--- config.mk ---
export PLATFORM = sky130hd
export DESIGN_NAME = count_tick_ctrl
export DESIGN_NICKNAME = d
export VERILOG_FILES = /design/src/rtl/count_tick_ctrl.sv
export SDC_FILE = /design/constraint.sdc
export NUM_CORES = 1
export LEC_CHECK = 0
export ABC_AREA = 1
export CELL_PAD_IN_SITES_DETAIL_PLACEMENT = 0
export CELL_PAD_IN_SITES_GLOBAL_PLACEMENT = 1
export CORE_MARGIN = 3
export CORE_UTILIZATION = 43
export DETAILED_ROUTE_END_ITERATION = 16
export PLACE_DENSITY = 0.74
export SLEW_MARGIN = 10
export SYNTH_ARGS = -nofsm -noshare
export SYNTH_HDL_FRONTEND = slang
export SYNTH_SLANG_ARGS = --single-unit
--- constraint.sdc ---
create_clock -name CLOCK -period 1.6 [get_ports CLOCK]
set_input_delay 0.24 -clock CLOCK [delete_from_list [all_inputs] [get_ports CLOCK]]
set_output_delay 0.24 -clock CLOCK [all_outputs]
set_load 0.02 [all_outputs]
--- src/rtl/count_tick_ctrl.sv ---
// Run/step pushbutton front end: debounces two keys and produces the display counter's tick enable and run status.
// Build macro TICK_AUTO_REPEAT_EN adds auto-repeat ticks while the step key is held in STOPPED.
module count_tick_ctrl #(
  parameter int unsigned DIV_BASE        = 50000000,
  parameter int unsigned DEBOUNCE_CYCLES = 1000000
`ifdef TICK_AUTO_REPEAT_EN
  ,
  parameter int unsigned REPEAT_DELAY    = 25000000
`endif
) (
  input  logic       CLOCK,
  input  logic       reset,
  input  logic       key_run_n,
  input  logic       key_step_n,
  input  logic [1:0] rate_sel,
  output logic       tick,
  output logic       running
);

  localparam int unsigned PW = (DIV_BASE > 1) ? $clog2(DIV_BASE) : 1;
  localparam int unsigned DW = (DEBOUNCE_CYCLES > 0) ? $clog2(DEBOUNCE_CYCLES + 1) : 1;
`ifdef TICK_AUTO_REPEAT_EN
  localparam int unsigned RW = $clog2(REPEAT_DELAY + 1);
`endif

  typedef enum logic {
    S_STOPPED = 1'b0,
    S_RUNNING = 1'b1
  } state_e;

  state_e             state_q;
  logic               running_q;
  logic               tick_q;
  logic [PW-1:0]      pre_q;
  logic [PW-1:0]      div_m1;
  logic [1:0]         sync1_q, sync2_q;
  logic [1:0]         stable_q, stable_d;
  logic [1:0]         press_q, press_d;
  logic [1:0][DW-1:0] db_cnt_q, db_cnt_d;
  logic               run_ev, step_ev;
`ifdef TICK_AUTO_REPEAT_EN
  logic               rep_armed_q;
  logic               rep_act_q;
  logic [RW-1:0]      rep_cnt_q;
`endif

  // Bit 0 carries the run key, bit 1 the step key.
  assign run_ev  = press_q[0];
  assign step_ev = press_q[1];

  assign div_m1 = PW'((DIV_BASE >> {rate_sel, 1'b0}) - 32'd1);

  // Debounce: accept a new level only after DEBOUNCE_CYCLES consecutive differing samples.
  always_comb begin
    stable_d = stable_q;
    db_cnt_d = '0;
    for (int k = 0; k < 2; k++) begin
      if (sync2_q[k] != stable_q[k]) begin
        if (db_cnt_q[k] == DW'(DEBOUNCE_CYCLES - 1)) begin
          stable_d[k] = sync2_q[k];
        end else begin
          db_cnt_d[k] = db_cnt_q[k] + DW'(1);
        end
      end
    end
    press_d = stable_q & ~stable_d;
  end

  always_ff @(posedge CLOCK or negedge reset) begin
    if (!reset) begin
      sync1_q   <= '1;
      sync2_q   <= '1;
      stable_q  <= '1;
      db_cnt_q  <= '0;
      press_q   <= '0;
      state_q   <= S_STOPPED;
      running_q <= 1'b0;
      tick_q    <= 1'b0;
      pre_q     <= '0;
`ifdef TICK_AUTO_REPEAT_EN
      rep_armed_q <= 1'b0;
      rep_act_q   <= 1'b0;
      rep_cnt_q   <= '0;
`endif
    end else begin
      sync1_q  <= {key_step_n, key_run_n};
      sync2_q  <= sync1_q;
      stable_q <= stable_d;
      db_cnt_q <= db_cnt_d;
      press_q  <= press_d;
      tick_q   <= 1'b0;
      case (state_q)
        S_STOPPED: begin
          if (run_ev) begin
            // A simultaneous step event is dropped here.
            state_q   <= S_RUNNING;
            running_q <= 1'b1;
            pre_q     <= '0;
`ifdef TICK_AUTO_REPEAT_EN
            rep_armed_q <= 1'b0;
            rep_act_q   <= 1'b0;
            rep_cnt_q   <= '0;
`endif
          end else if (step_ev) begin
            tick_q <= 1'b1;
            pre_q  <= '0;
`ifdef TICK_AUTO_REPEAT_EN
            rep_armed_q <= 1'b1;
            rep_act_q   <= 1'b0;
            rep_cnt_q   <= '0;
`endif
          end else begin
`ifdef TICK_AUTO_REPEAT_EN
            // Release (including the edge that accepts it) stops repeating without a trailing tick.
            if (stable_d[1] || !rep_armed_q) begin
              rep_armed_q <= 1'b0;
              rep_act_q   <= 1'b0;
              rep_cnt_q   <= '0;
              pre_q       <= '0;
            end else if (!rep_act_q) begin
              pre_q <= '0;
              if (rep_cnt_q == RW'(REPEAT_DELAY - 1)) begin
                tick_q    <= 1'b1;
                rep_act_q <= 1'b1;
              end else begin
                rep_cnt_q <= rep_cnt_q + RW'(1);
              end
            end else if (pre_q >= div_m1) begin
              tick_q <= 1'b1;
              pre_q  <= '0;
            end else begin
              pre_q <= pre_q + PW'(1);
            end
`else
            pre_q <= '0;
`endif
          end
        end
        S_RUNNING: begin
          if (run_ev) begin
            state_q   <= S_STOPPED;
            running_q <= 1'b0;
            pre_q     <= '0;
          end else if (pre_q >= div_m1) begin
            // >= so a rate change below the current count ticks at once.
            tick_q <= 1'b1;
            pre_q  <= '0;
          end else begin
            pre_q <= pre_q + PW'(1);
          end
        end
      endcase
    end
  end

  assign tick    = tick_q;
  assign running = running_q;

endmodule
==> metrics.csv, run 1 <==
stage,metric,value,unit
outcome,status,"complete, but fails checks",
outcome,failing checks,negative setup slack,
finish,register area,1934,um^2
routing,drt via density,4.864,
clock_network,Sink Count,77,
setup_path,Crit Path Max Fanout,6,
timing,Max Fclk,565.1,MHz
routing,drt first pass iters,4,
clock_network,Clk Tree Root Cell,clkbuf_8,
min_path,Hold Path Class,in -> reg,
power,cell leakage power,2.695,nW
run,total of max-cap violations,0,
die,Top-Level Pins,8,
finish,# nets final,729,
timing,Tcrit/Tclk final,110.6,%
synthesis,Yosys warnings,0,
global_route,first-pass GRT wire length,18810,um
setup_path,Startpoint Class,register,
die,Die Footprint,12400,um^2
clock_network,H-tree levels,3,
clock_network,TritonCTS clock tree,yes,
timing,Tmin final,1.770,ns
finish,Layout area overhead,29.38,%
synthesis,Post-Syn Area,4773,um^2
die,row cnt,37,
routing,DR DRC count,0,
placed_design,Placement Setup Slack,-0.9171,ns
setup_path,WP buf/inv,3,
synthesis,post-synthesis mux area share,0,%
synthesis,"Avg Cell Area, Syn",7.903,um^2
setup_path,r2r setup slk,-0.17,ns
synthesis,register area share after synthesis,40.52,%
synthesis,"top cells by count, synth","nand2_1 (124), nor2_1 (108), inv_1 (74), dfrtp_1 (71), ha_1 (31)",
setup_path,worst setup path endpoint,pre_q[5],
setup_path,"slowest stage delay, CP",0.41,ns
synthesis,simple-gate area share of the yosys netlist,33.53,%
synthesis,Synth Area in Compound Gates,3.801,%
synthesis,library cells used by synthesis,40,
setup_path,crit path cell chain,ha_1 -> nand2_1 -> inv_1 -> nand2_2 -> nor2_2 -> buf_4 -> a21oi_4 -> nand3_4 -> buf_12 -> nor2_2,
setup_path,"Top cell by count, worst path",nor2_2,
synthesis,Cells after Synth,604,
clock_network,CTS Buf Count,9,
placed_design,RePlAce Congestion,0.9465,
finish,Final Cell Area,6176,um^2
clock_network,Clock transition at path regs,0.08,ns
synthesis,Syn Nets,641,
finish,Fillers,959,
global_route,initial antenna violation count,0,
placed_design,port bufs,7,
routing,"antenna viol nets, final",0,
timing,RSZ-0062 raised after global routing,true,
synthesis,xor and xnor area share after synthesis,7.156,%
synthesis,Main synth FF type,dfrtp_1,
setup_path,CP Data Required Time,1.89,ns
die,DIE WIDTH,111.4,um
global_route,total grt overflow,0,
setup_path,RR Endpoint,pre_q[5],
finish,Multi-input gate area,2830,um^2
setup_path,crit path capture type,register,
routing,DR WL/cell,13.17,um
routing,WL final,10960,um
finish,Antenna Cells,0,
finish,layout cell share with drive strength beyond 1,25.86,%
timing,clock skew,0.009709,ns
synthesis,Post-synth EDFFs,0,
setup_path,critical path's slowest cell,dfrtp_1,
synthesis,Synth Area in Adders,8.126,%
timing,final max-slew violation count,0,
die,core area,10560,um^2
clock_network,Longest Clk Path Bufs,2,
placed_design,DP Wirelength,8346,um
power,Pwr Total,3.860,mW
setup_path,reg2reg path depth,10,
setup_path,Critical Path Stages,10,
global_route,largest net degree at the start of global routing,30,
power,PD cells,625.1,nW/um^2
timing,setup ws final,-0.1697,ns
synthesis,Async SR Flop Fraction,100.0,%
routing,vias,4047,
global_route,Tot GR Track Use,18.69,%
setup_path,CP top delay family,simple AND/OR/NAND/NOR gates,
synthesis,Synth area leaders,"dfrtp_1 (37%), nand2_1 (9.8%), nor2_1 (8.5%)",
setup_path,kind of critical path,reg -> reg,
die,Initial Util,45.22,%
setup_path,RR Startpoint,pre_q[20],
synthesis,most frequent cell after synthesis,nand2_1,
power,VDD IR max,0.4775,mV
routing,1st-iter DRT viols,215,
die,Die Y,111.4,um
clock_network,Clock Latency Late Sink,0.35,ns
timing,"Hold Vio Cnt, Final",0,
synthesis,top cell type's share of synthesized area,37.22,%
setup_path,crit path DAT,2.06,ns
timing,"Setup violations, final",27,
setup_path,crit path from,pre_q[20],
global_route,vias in the first global route,4022,
synthesis,synthesized flop and latch total,77,
synthesis,cell accounting for the most synthesized area,dfrtp_1,
synthesis,largest family of logic cells by synthesized area,simple AND/OR/NAND/NOR gates,
placed_design,Placed Area,5520,um^2
[what timing repair did]
action	4_1_cts	5_1_grt
pin swaps	13	22
setup endpoints to repair	28	57
endpoints found under the hold margin	20	0
gates resized for setup	36	36
setup buffers	6	13
hold buffers	1	0
cloned	1	0
[per-stage QoR]
stage	hold WS, ns	setup TNS, ns	utilization, %	std cells
finish	0.2914	-4.270	58.51	832
global route	0.2655	-7.097	58.51	832
CTS	0.2669	-4.608	56.07	819
detailed placement	0.1683	-23.99	52.30	796
global placement	0.1686	-21.72	52.30	796
floorplan	-0.05559	-1.568	-	604
[worst min-delay path by stage]
stage | from | end | slack, ns | depth (start not counted)
6_report | key_step_n | sync1_q[1] | 0.29 | 1
3_5_place_dp | reset | db_cnt_q[5] | 0.17 | 1
4_1_cts | key_step_n | sync1_q[1] | 0.27 | 1
3_3_place_gp | reset | db_cnt_q[6] | 0.17 | 1
2_1_floorplan | reset | db_cnt_q[0] | -0.06 | 0
5_1_grt | key_step_n | sync1_q[1] | 0.27 | 1
[registers in the layout, indices dropped and copies added, names as in the netlist]
name      flops
sync2_q       2
press_q       2
running       1
pre_q        26
stable_q      2
sync1_q       2
state_q       1
tick          1
db_cnt_q     40
[where the power goes]
| part | switching (mW) | leakage [nW] | internal (mW) |
|---|---|---|---|
| combinational | 0.140 | 1.54 | 0.110 |
| clock | 0.716 | 0.105 | 0.911 |
| sequential | 0.0177 | 1.05 | 1.97 |
[area by class of cell]
cell class | count | share of cell area, %
inverter | 76 | 5.004
tap | 136 | 2.755
timing repair buffer | 80 | 11.63
multi-input combinational | 448 | 45.83
clock buffer | 11 | 2.289
sequential | 77 | 31.32
clock inverter | 4 | 1.175
[layer usage]
layer  GRT usage [%]  vias up  routed length [um]
met1           24.70     1894                5220
li1                -     2090                   -
met3           3.152       16                 280
met4           6.569        0                 200
met2           31.12       47                5259
met5               0        -                   0
[placed cells by master (no fill, tap or decap), drive strengths merged, types with 2 or more instances in the layout]
cell / instances
nand2: 128
nor2: 125
inv: 76
buf: 74
dfrtp: 71
nand3: 35
nor3: 35
ha: 31
xor2: 29
a21oi: 15
nand4: 13
clkbuf: 12
xnor2: 10
o21ai: 9
dfstp: 6
a21o: 3
clkdlybuf4s50: 3
or2: 2
a31oi: 2
conb: 2
bufinv: 2
nand3b: 2
[cell families after synthesis]
logic type                 after synthesis
other                                    2
buffers and inverters                   79
adders and majority gates               31
xor gates and xnor gates                39
DFF                                     77
AOI/OAI and AO/OA                       32
and+or+nand+nor                        344
(Power assumes the default switching activity.)
==> inputs of run 2 (changes only) <==
- CORE_MARGIN: 3 -> 5
- CTS_CLUSTER_DIAMETER: unset -> 100
- GPL_ROUTABILITY_DRIVEN: unset -> 0
==> metrics.csv, run 2 (synthesized netlist as in run 1, its figures left out) <==
stage,metric,value,unit,change
global_route,initial antenna violation count,0,,unchanged
setup_path,Startpoint Class,register,,unchanged
global_route,largest net degree at the start of global routing,36,,was 30
clock_network,H-tree levels,3,,unchanged
global_route,Tot GR Track Use,18.75,%,was 18.69%
min_path,Hold Path Class,in -> async,,was in -> reg
setup_path,Crit Path Max Fanout,5,,was 6
power,P_sw,915.1,uW,was 873.6 uW
die,Initial Util,44.03,%,was 45.22%
setup_path,CP Data Required Time,1.85,ns,was 1.89 ns
finish,max reg flops,40,,unchanged
power,Comb pwr share,6.4,%,was 6.5%
clock_network,Sink Count,77,,unchanged
finish,"commonest non-fill, non-tap cell in the layout",nand2_1,,unchanged
clock_network,Clock Latency Late Sink,0.36,ns,was 0.35 ns
routing,drt via density,4.845,,was 4.864
global_route,total grt overflow,0,,unchanged
finish,Layout area overhead,32.95,%,was 29.38%
die,Top-Level Pins,8,,unchanged
power,VDD IR max,0.3656,mV,was 0.4775 mV
power,PD cells,615.5,nW/um^2,was 625.1 nW/um^2
timing,Fin Setup TNS,-5.865,ns,was -4.270 ns
clock_network,Clock transition at path regs,0.08,ns,about the same
power,Pwr Total,3.906,mW,was 3.860 mW
setup_path,crit path DAT,2.13,ns,was 2.06 ns
die,Die Footprint,13310,um^2,was 12400 um^2
timing,setup ws final,-0.2826,ns,was -0.1697 ns
timing,"Hold Vio Cnt, Final",0,,unchanged
routing,drt first pass iters,4,,unchanged
finish,most frequent cells in the layout,"nand2_1 (116), nor2_1 (91), buf_4 (72)",,"was nand2_1 (118), nor2_1 (89), dfrtp_1 (71)"
timing,RSZ-0062 raised after global routing,true,,unchanged
routing,1st-iter DRT viols,182,,was 215
clock_network,Longest Clk Path Bufs,2,,unchanged
finish,layout cell share with drive strength beyond 1,29.04,%,was 25.86%
finish,most flop-heavy register,db_cnt_q,,unchanged
die,Die Y,115.4,um,was 111.4 um
finish,Final Cell Area,6346,um^2,was 6176 um^2
timing,clock skew,0.01234,ns,was 0.009709 ns
power,clock share of power,42.8,%,was 42.2%
placed_design,port bufs,7,,unchanged
die,row cnt,38,,was 37
routing,DR WL/cell,13.56,um,was 13.17 um
power,Switching Share,23.43,%,was 22.63%
routing,"antenna viol nets, final",0,,unchanged
finish,Largest regs,"db_cnt_q (40), pre_q (26)",,unchanged
routing,WL final,11470,um,was 10960 um
placed_design,Placed Area,5513,um^2,was 5520 um^2
finish,# nets final,738,,was 729
clock_network,TritonCTS clock tree,yes,,unchanged
timing,Tmin final,1.883,ns,was 1.770 ns
setup_path,kind of critical path,reg -> reg,,unchanged
global_route,first-pass GRT wire length,19740,um,was 18810 um
routing,DR DRC count,0,,unchanged
power,internal power,2.991,mW,was 2.987 mW
timing,Tcrit/Tclk final,117.7,%,was 110.6%
setup_path,crit path capture type,register,,unchanged
power,Flop pwr share,50.8,%,was 51.4%
outcome,status,"complete, but fails checks",,unchanged
routing,vias,4099,,was 4047
die,core area,10840,um^2,was 10560 um^2
timing,final max-slew violation count,0,,unchanged
run,total of max-cap violations,0,,unchanged
timing,"Setup violations, final",27,,unchanged
timing,Max Fclk,531.2,MHz,was 565.1 MHz
clock_network,Clk Tree Root Cell,clkbuf_8,,unchanged
placed_design,DP Wirelength,8468,um,was 8346 um
finish,Fillers,993,,was 959
outcome,failing checks,negative setup slack,,unchanged
die,DIE WIDTH,115.4,um,was 111.4 um
finish,Antenna Cells,0,,unchanged
clock_network,CTS Buf Count,9,,unchanged
power,cell leakage power,2.758,nW,was 2.695 nW
global_route,vias in the first global route,4263,,was 4022
## run 2: power by group through the flow
| stage | logic [mW] | clock network (mW) | registers (mW) |
|---|---|---|---|
| finish | 0.250 | 1.67 | 1.98 |
| floorplan | 0.0957 | 0 | 2.02 |
| global route | 0.292 | 1.80 | 1.99 |
| global placement | 0.208 | 0 | 2.02 |
| CTS | 0.224 | 1.71 | 1.98 |
| detailed placement | 0.214 | 0 | 2.02 |
## run 2: worst paths after layout
| check | from | endpoint | slack (ns) | cells past startpoint |
|---|---|---|---|---|
| max | pre_q[24] | pre_q[7] | -0.28 | 11 |
| min in group CLOCK | key_step_n | sync1_q[1] | 0.28 | 1 |
| min | reset | db_cnt_q[1] | 0.27 | 2 |
| max in group asynchronous | reset | sync2_q[1] | 0.78 | 3 |
| min reg2reg | sync1_q[1] | sync2_q[1] | 0.36 | 0 |
| max reg2reg | pre_q[24] | pre_q[7] | -0.28 | 11 |
## run 2: critical path, stage by stage, from the launching register on
cell and delay, ns:
dfrtp_1 0.43, ha_4 0.28, nand2_2 0.06, nor2_2 0.14, nand2_1 0.07, nor2_2 0.12
nor2b_4 0.17, nand2_2 0.08, nand3_4 0.12, buf_6 0.14, buf_16 0.13, nor2_4 0.03
## run 2: repair_timing
action	CTS	global route
gates resized for setup	40	52
hold endpoints to repair	56	0
hold buffers	1	0
pin swaps	19	29
buffers inserted	8	17
cloned	3	0
endpoints found under the setup margin	28	52
## run 2: per-layer routing
metal,wire (um),GRT usage [%]
met1,5270,24.29
met2,5521,30.98
met3,226,2.263
met4,451,9.390
met5,0,0
## run 2: final cells by class
class / count / area [um^2] / area share [%]
sequential: 77 / 1934 / 30.48
timing repair buffer: 89 / 769.5 / 12.13
clock buffer: 10 / 137.6 / 2.169
multi-input combinational: 448 / 2937 / 46.27
tap: 140 / 175.2 / 2.760
clock inverter: 6 / 86.33 / 1.360
inverter: 76 / 306.5 / 4.830
## run 2: metrics by stage
stage                     cells  util [%]  hold WS, ns  setup slack (ns)
after global routing        846     58.54       0.2699           -0.4258
after floorplan             604         -     -0.05559          -0.08271
after detailed placement    805     50.85       0.1000           -0.8676
after CTS                   832     55.41       0.2542           -0.2282
after global placement      805     50.85      0.09591           -0.8254
final                       846     58.54       0.2676           -0.2826
==> inputs of run 3 (changes only) <==
- CORE_UTILIZATION: 43 -> 45
- clock period: 1.6 -> 2.2 ns (I/O delays scaled with it)
==> metrics.csv, run 3 (synthesized netlist as in run 1, its figures left out) <==
stage,metric,value,unit,change
die,DIE WIDTH,113.0,um,was 115.4 um
placed_design,DP Cell Count,757,,was 805
finish,# nets final,673,,was 738
finish,Layout Cells excl Fill,777,,was 846
setup_path,Crit Path Max Fanout,8,,was 5
finish,most flop-heavy register,db_cnt_q,,unchanged
finish,Antenna Cells,0,,unchanged
placed_design,Placed Area,5099,um^2,was 5513 um^2
clock_network,TritonCTS clock tree,yes,,unchanged
setup_path,"slowest stage delay, CP",0.45,ns,was 0.43 ns
run,total of max-cap violations,0,,unchanged
global_route,first-pass GRT wire length,18150,um,was 19740 um
power,Pwr Total,2.650,mW,was 3.906 mW
die,row cnt,37,,was 38
routing,DR WL/cell,13.41,um,was 13.56 um
timing,Tcrit/Tclk final,88.27,%,was 117.7%
setup_path,crit path DAT,2.22,ns,was 2.13 ns
finish,most frequent cells in the layout,"nand2_1 (123), nor2_1 (107), inv_1 (71), dfrtp_1 (71)",,"was nand2_1 (116), nor2_1 (91), buf_4 (72)"
timing,"Hold Vio Cnt, Final",0,,unchanged
timing,Rel. slew slack,55.95,%,
placed_design,Placement Setup Slack,-0.3663,ns,was -0.8676 ns
finish,Layout area overhead,13.05,%,was 32.95%
die,Initial Util,46.24,%,was 44.03%
clock_network,Longest Clk Path Bufs,2,,unchanged
finish,"commonest non-fill, non-tap cell in the layout",nand2_1,,unchanged
setup_path,kind of critical path,reg -> reg,,unchanged
timing,Fin Setup TNS,0,ns,was -5.865 ns
timing,final max-slew violation count,0,,unchanged
power,VDD IR max,0.2833,mV,was 0.3656 mV
setup_path,crit path capture type,register,,unchanged
finish,Final Cell Area,5396,um^2,was 6346 um^2
setup_path,CP Data Required Time,2.48,ns,was 1.85 ns
power,PD cells,491.1,nW/um^2,was 615.5 nW/um^2
timing,Fin Hold WS,0.3577,ns,was 0.2676 ns
global_route,largest net degree at the start of global routing,78,,was 36
timing,Tmin final,1.942,ns,was 1.883 ns
clock_network,Sink Count,77,,unchanged
finish,layout cell share with drive strength beyond 1,13.10,%,was 29.04%
die,Die Footprint,12770,um^2,was 13310 um^2
routing,WL final,10420,um,was 11470 um
timing,RSZ-0062 raised after global routing,false,,was true
timing,setup ws final,0.2580,ns,was -0.2826 ns
setup_path,reg2reg path depth,9,,was 11
finish,max reg flops,40,,unchanged
clock_network,Clock transition at path regs,0.08,ns,about the same
die,Top-Level Pins,8,,unchanged
global_route,Tot GR Track Use,17.35,%,was 18.75%
finish,Largest regs,"db_cnt_q (40), pre_q (26)",,unchanged
routing,"antenna viol nets, final",0,,unchanged
placed_design,DP Wirelength,7881,um,was 8468 um
setup_path,Startpoint Class,register,,unchanged
routing,drt via density,5.003,,was 4.845
timing,Slew @ Worst Pin,0.6560,ns,
min_path,worst hold stages,0,,
routing,DR DRC count,0,,unchanged
routing,vias,3887,,was 4099
clock_network,Clock Latency Late Sink,0.35,ns,was 0.36 ns
finish,Layout Utilization,52.27,%,was 58.54%
finish,Fillers,1012,,was 993
global_route,total grt overflow,0,,unchanged
setup_path,crit path cell chain,ha_1 -> a21oi_1 -> o21ai_0 -> nand2_1 -> nand2_1 -> a21oi_2 -> nand3_4 -> buf_6 -> nor2_1,,was ha_4 -> nand2_2 -> nor2_2 -> nand2_1 -> nor2_2 -> nor2b_4 -> nand2_2 -> nand3_4 -> buf_6 -> buf_16 -> nor2_4
min_path,Hold Path Class,reg -> reg,,was in -> async
routing,1st-iter DRT viols,199,,was 182
timing,"Setup violations, final",0,,was 27
global_route,vias in the first global route,3842,,was 4263
setup_path,critical path's slowest cell,dfrtp_1,,unchanged
die,Die Y,113.0,um,was 115.4 um
clock_network,H-tree levels,3,,unchanged
outcome,status,"finished, final reports clean",,"was complete, but fails checks"
clock_network,Clk Tree Root Cell,clkbuf_8,,unchanged
placed_design,port bufs,7,,unchanged
setup_path,"Top cell by count, worst path",nand2_1,,
timing,clock skew,0.01646,ns,was 0.01234 ns
clock_network,CTS Buf Count,9,,unchanged
routing,drt first pass iters,4,,unchanged
timing,Max Fclk,514.9,MHz,was 531.2 MHz
power,cell leakage power,2.366,nW,was 2.758 nW
die,core area,10320,um^2,was 10840 um^2
global_route,initial antenna violation count,0,,unchanged
-- run 3: timing repair --
action,in CTS,in global routing
pin swaps,0,2
setup endpoints to repair,9,26
endpoints found under the hold margin,5,0
hold buffers,1,0
gates resized for setup,1,12
setup buffers,0,2
cloned,0,1
-- run 3: path summary, 6_finish.rpt --
path | start | endpoint | slack, ns
worst max-delay path | pre_q[21] | pre_q[22] | 0.26
worst min register to register | sync1_q[0] | sync2_q[0] | 0.36
min in group asynchronous | reset | pre_q[3] | 0.50
worst min-delay path | sync1_q[0] | sync2_q[0] | 0.36
worst max register to register | pre_q[21] | pre_q[22] | 0.26
max in group asynchronous | reset | sync2_q[1] | 1.30
-- run 3: layer usage --
layer | track usage, % | routed length [um]
met1 | 23.69 | 5047
met2 | 28.67 | 5004
met3 | 3.316 | 266
met4 | 4.006 | 104
met5 | 0 | 0
-- run 3: worst max-delay path: cells and delay by family, from the launching register on --
| kind | cells | cell delay (ns) |
|---|---|---|
| and+or+nand+nor | 4 | 0.40 |
| DFF | 1 | 0.45 |
| adders and majority gates | 1 | 0.34 |
| buffers and inverters | 1 | 0.18 |
| AOI/OAI and AO/OA | 3 | 0.51 |
-- run 3: area by class of cell --
| class | instances | area [um^2] | share of cell area (%) |
|---|---|---|---|
| Clock inverter | 5 | 61.31 | 1.136 |
| Multi-Input combinational cell | 448 | 2561 | 47.46 |
| Inverter | 76 | 285.3 | 5.286 |
| Tap cell | 136 | 170.2 | 3.153 |
| Clock buffer | 11 | 131.4 | 2.434 |
| Sequential cell | 77 | 1934 | 35.85 |
| Timing Repair Buffer | 24 | 252.7 | 4.684 |
-- run 3: report_power, final --
part / switching [mW] / internal [mW] / leakage [nW]
clock network: 0.540 / 0.530 / 0.0975
logic: 0.0863 / 0.0532 / 1.22
registers: 0.0105 / 1.43 / 1.05
total: 0.637 / 2.01 / 2.37
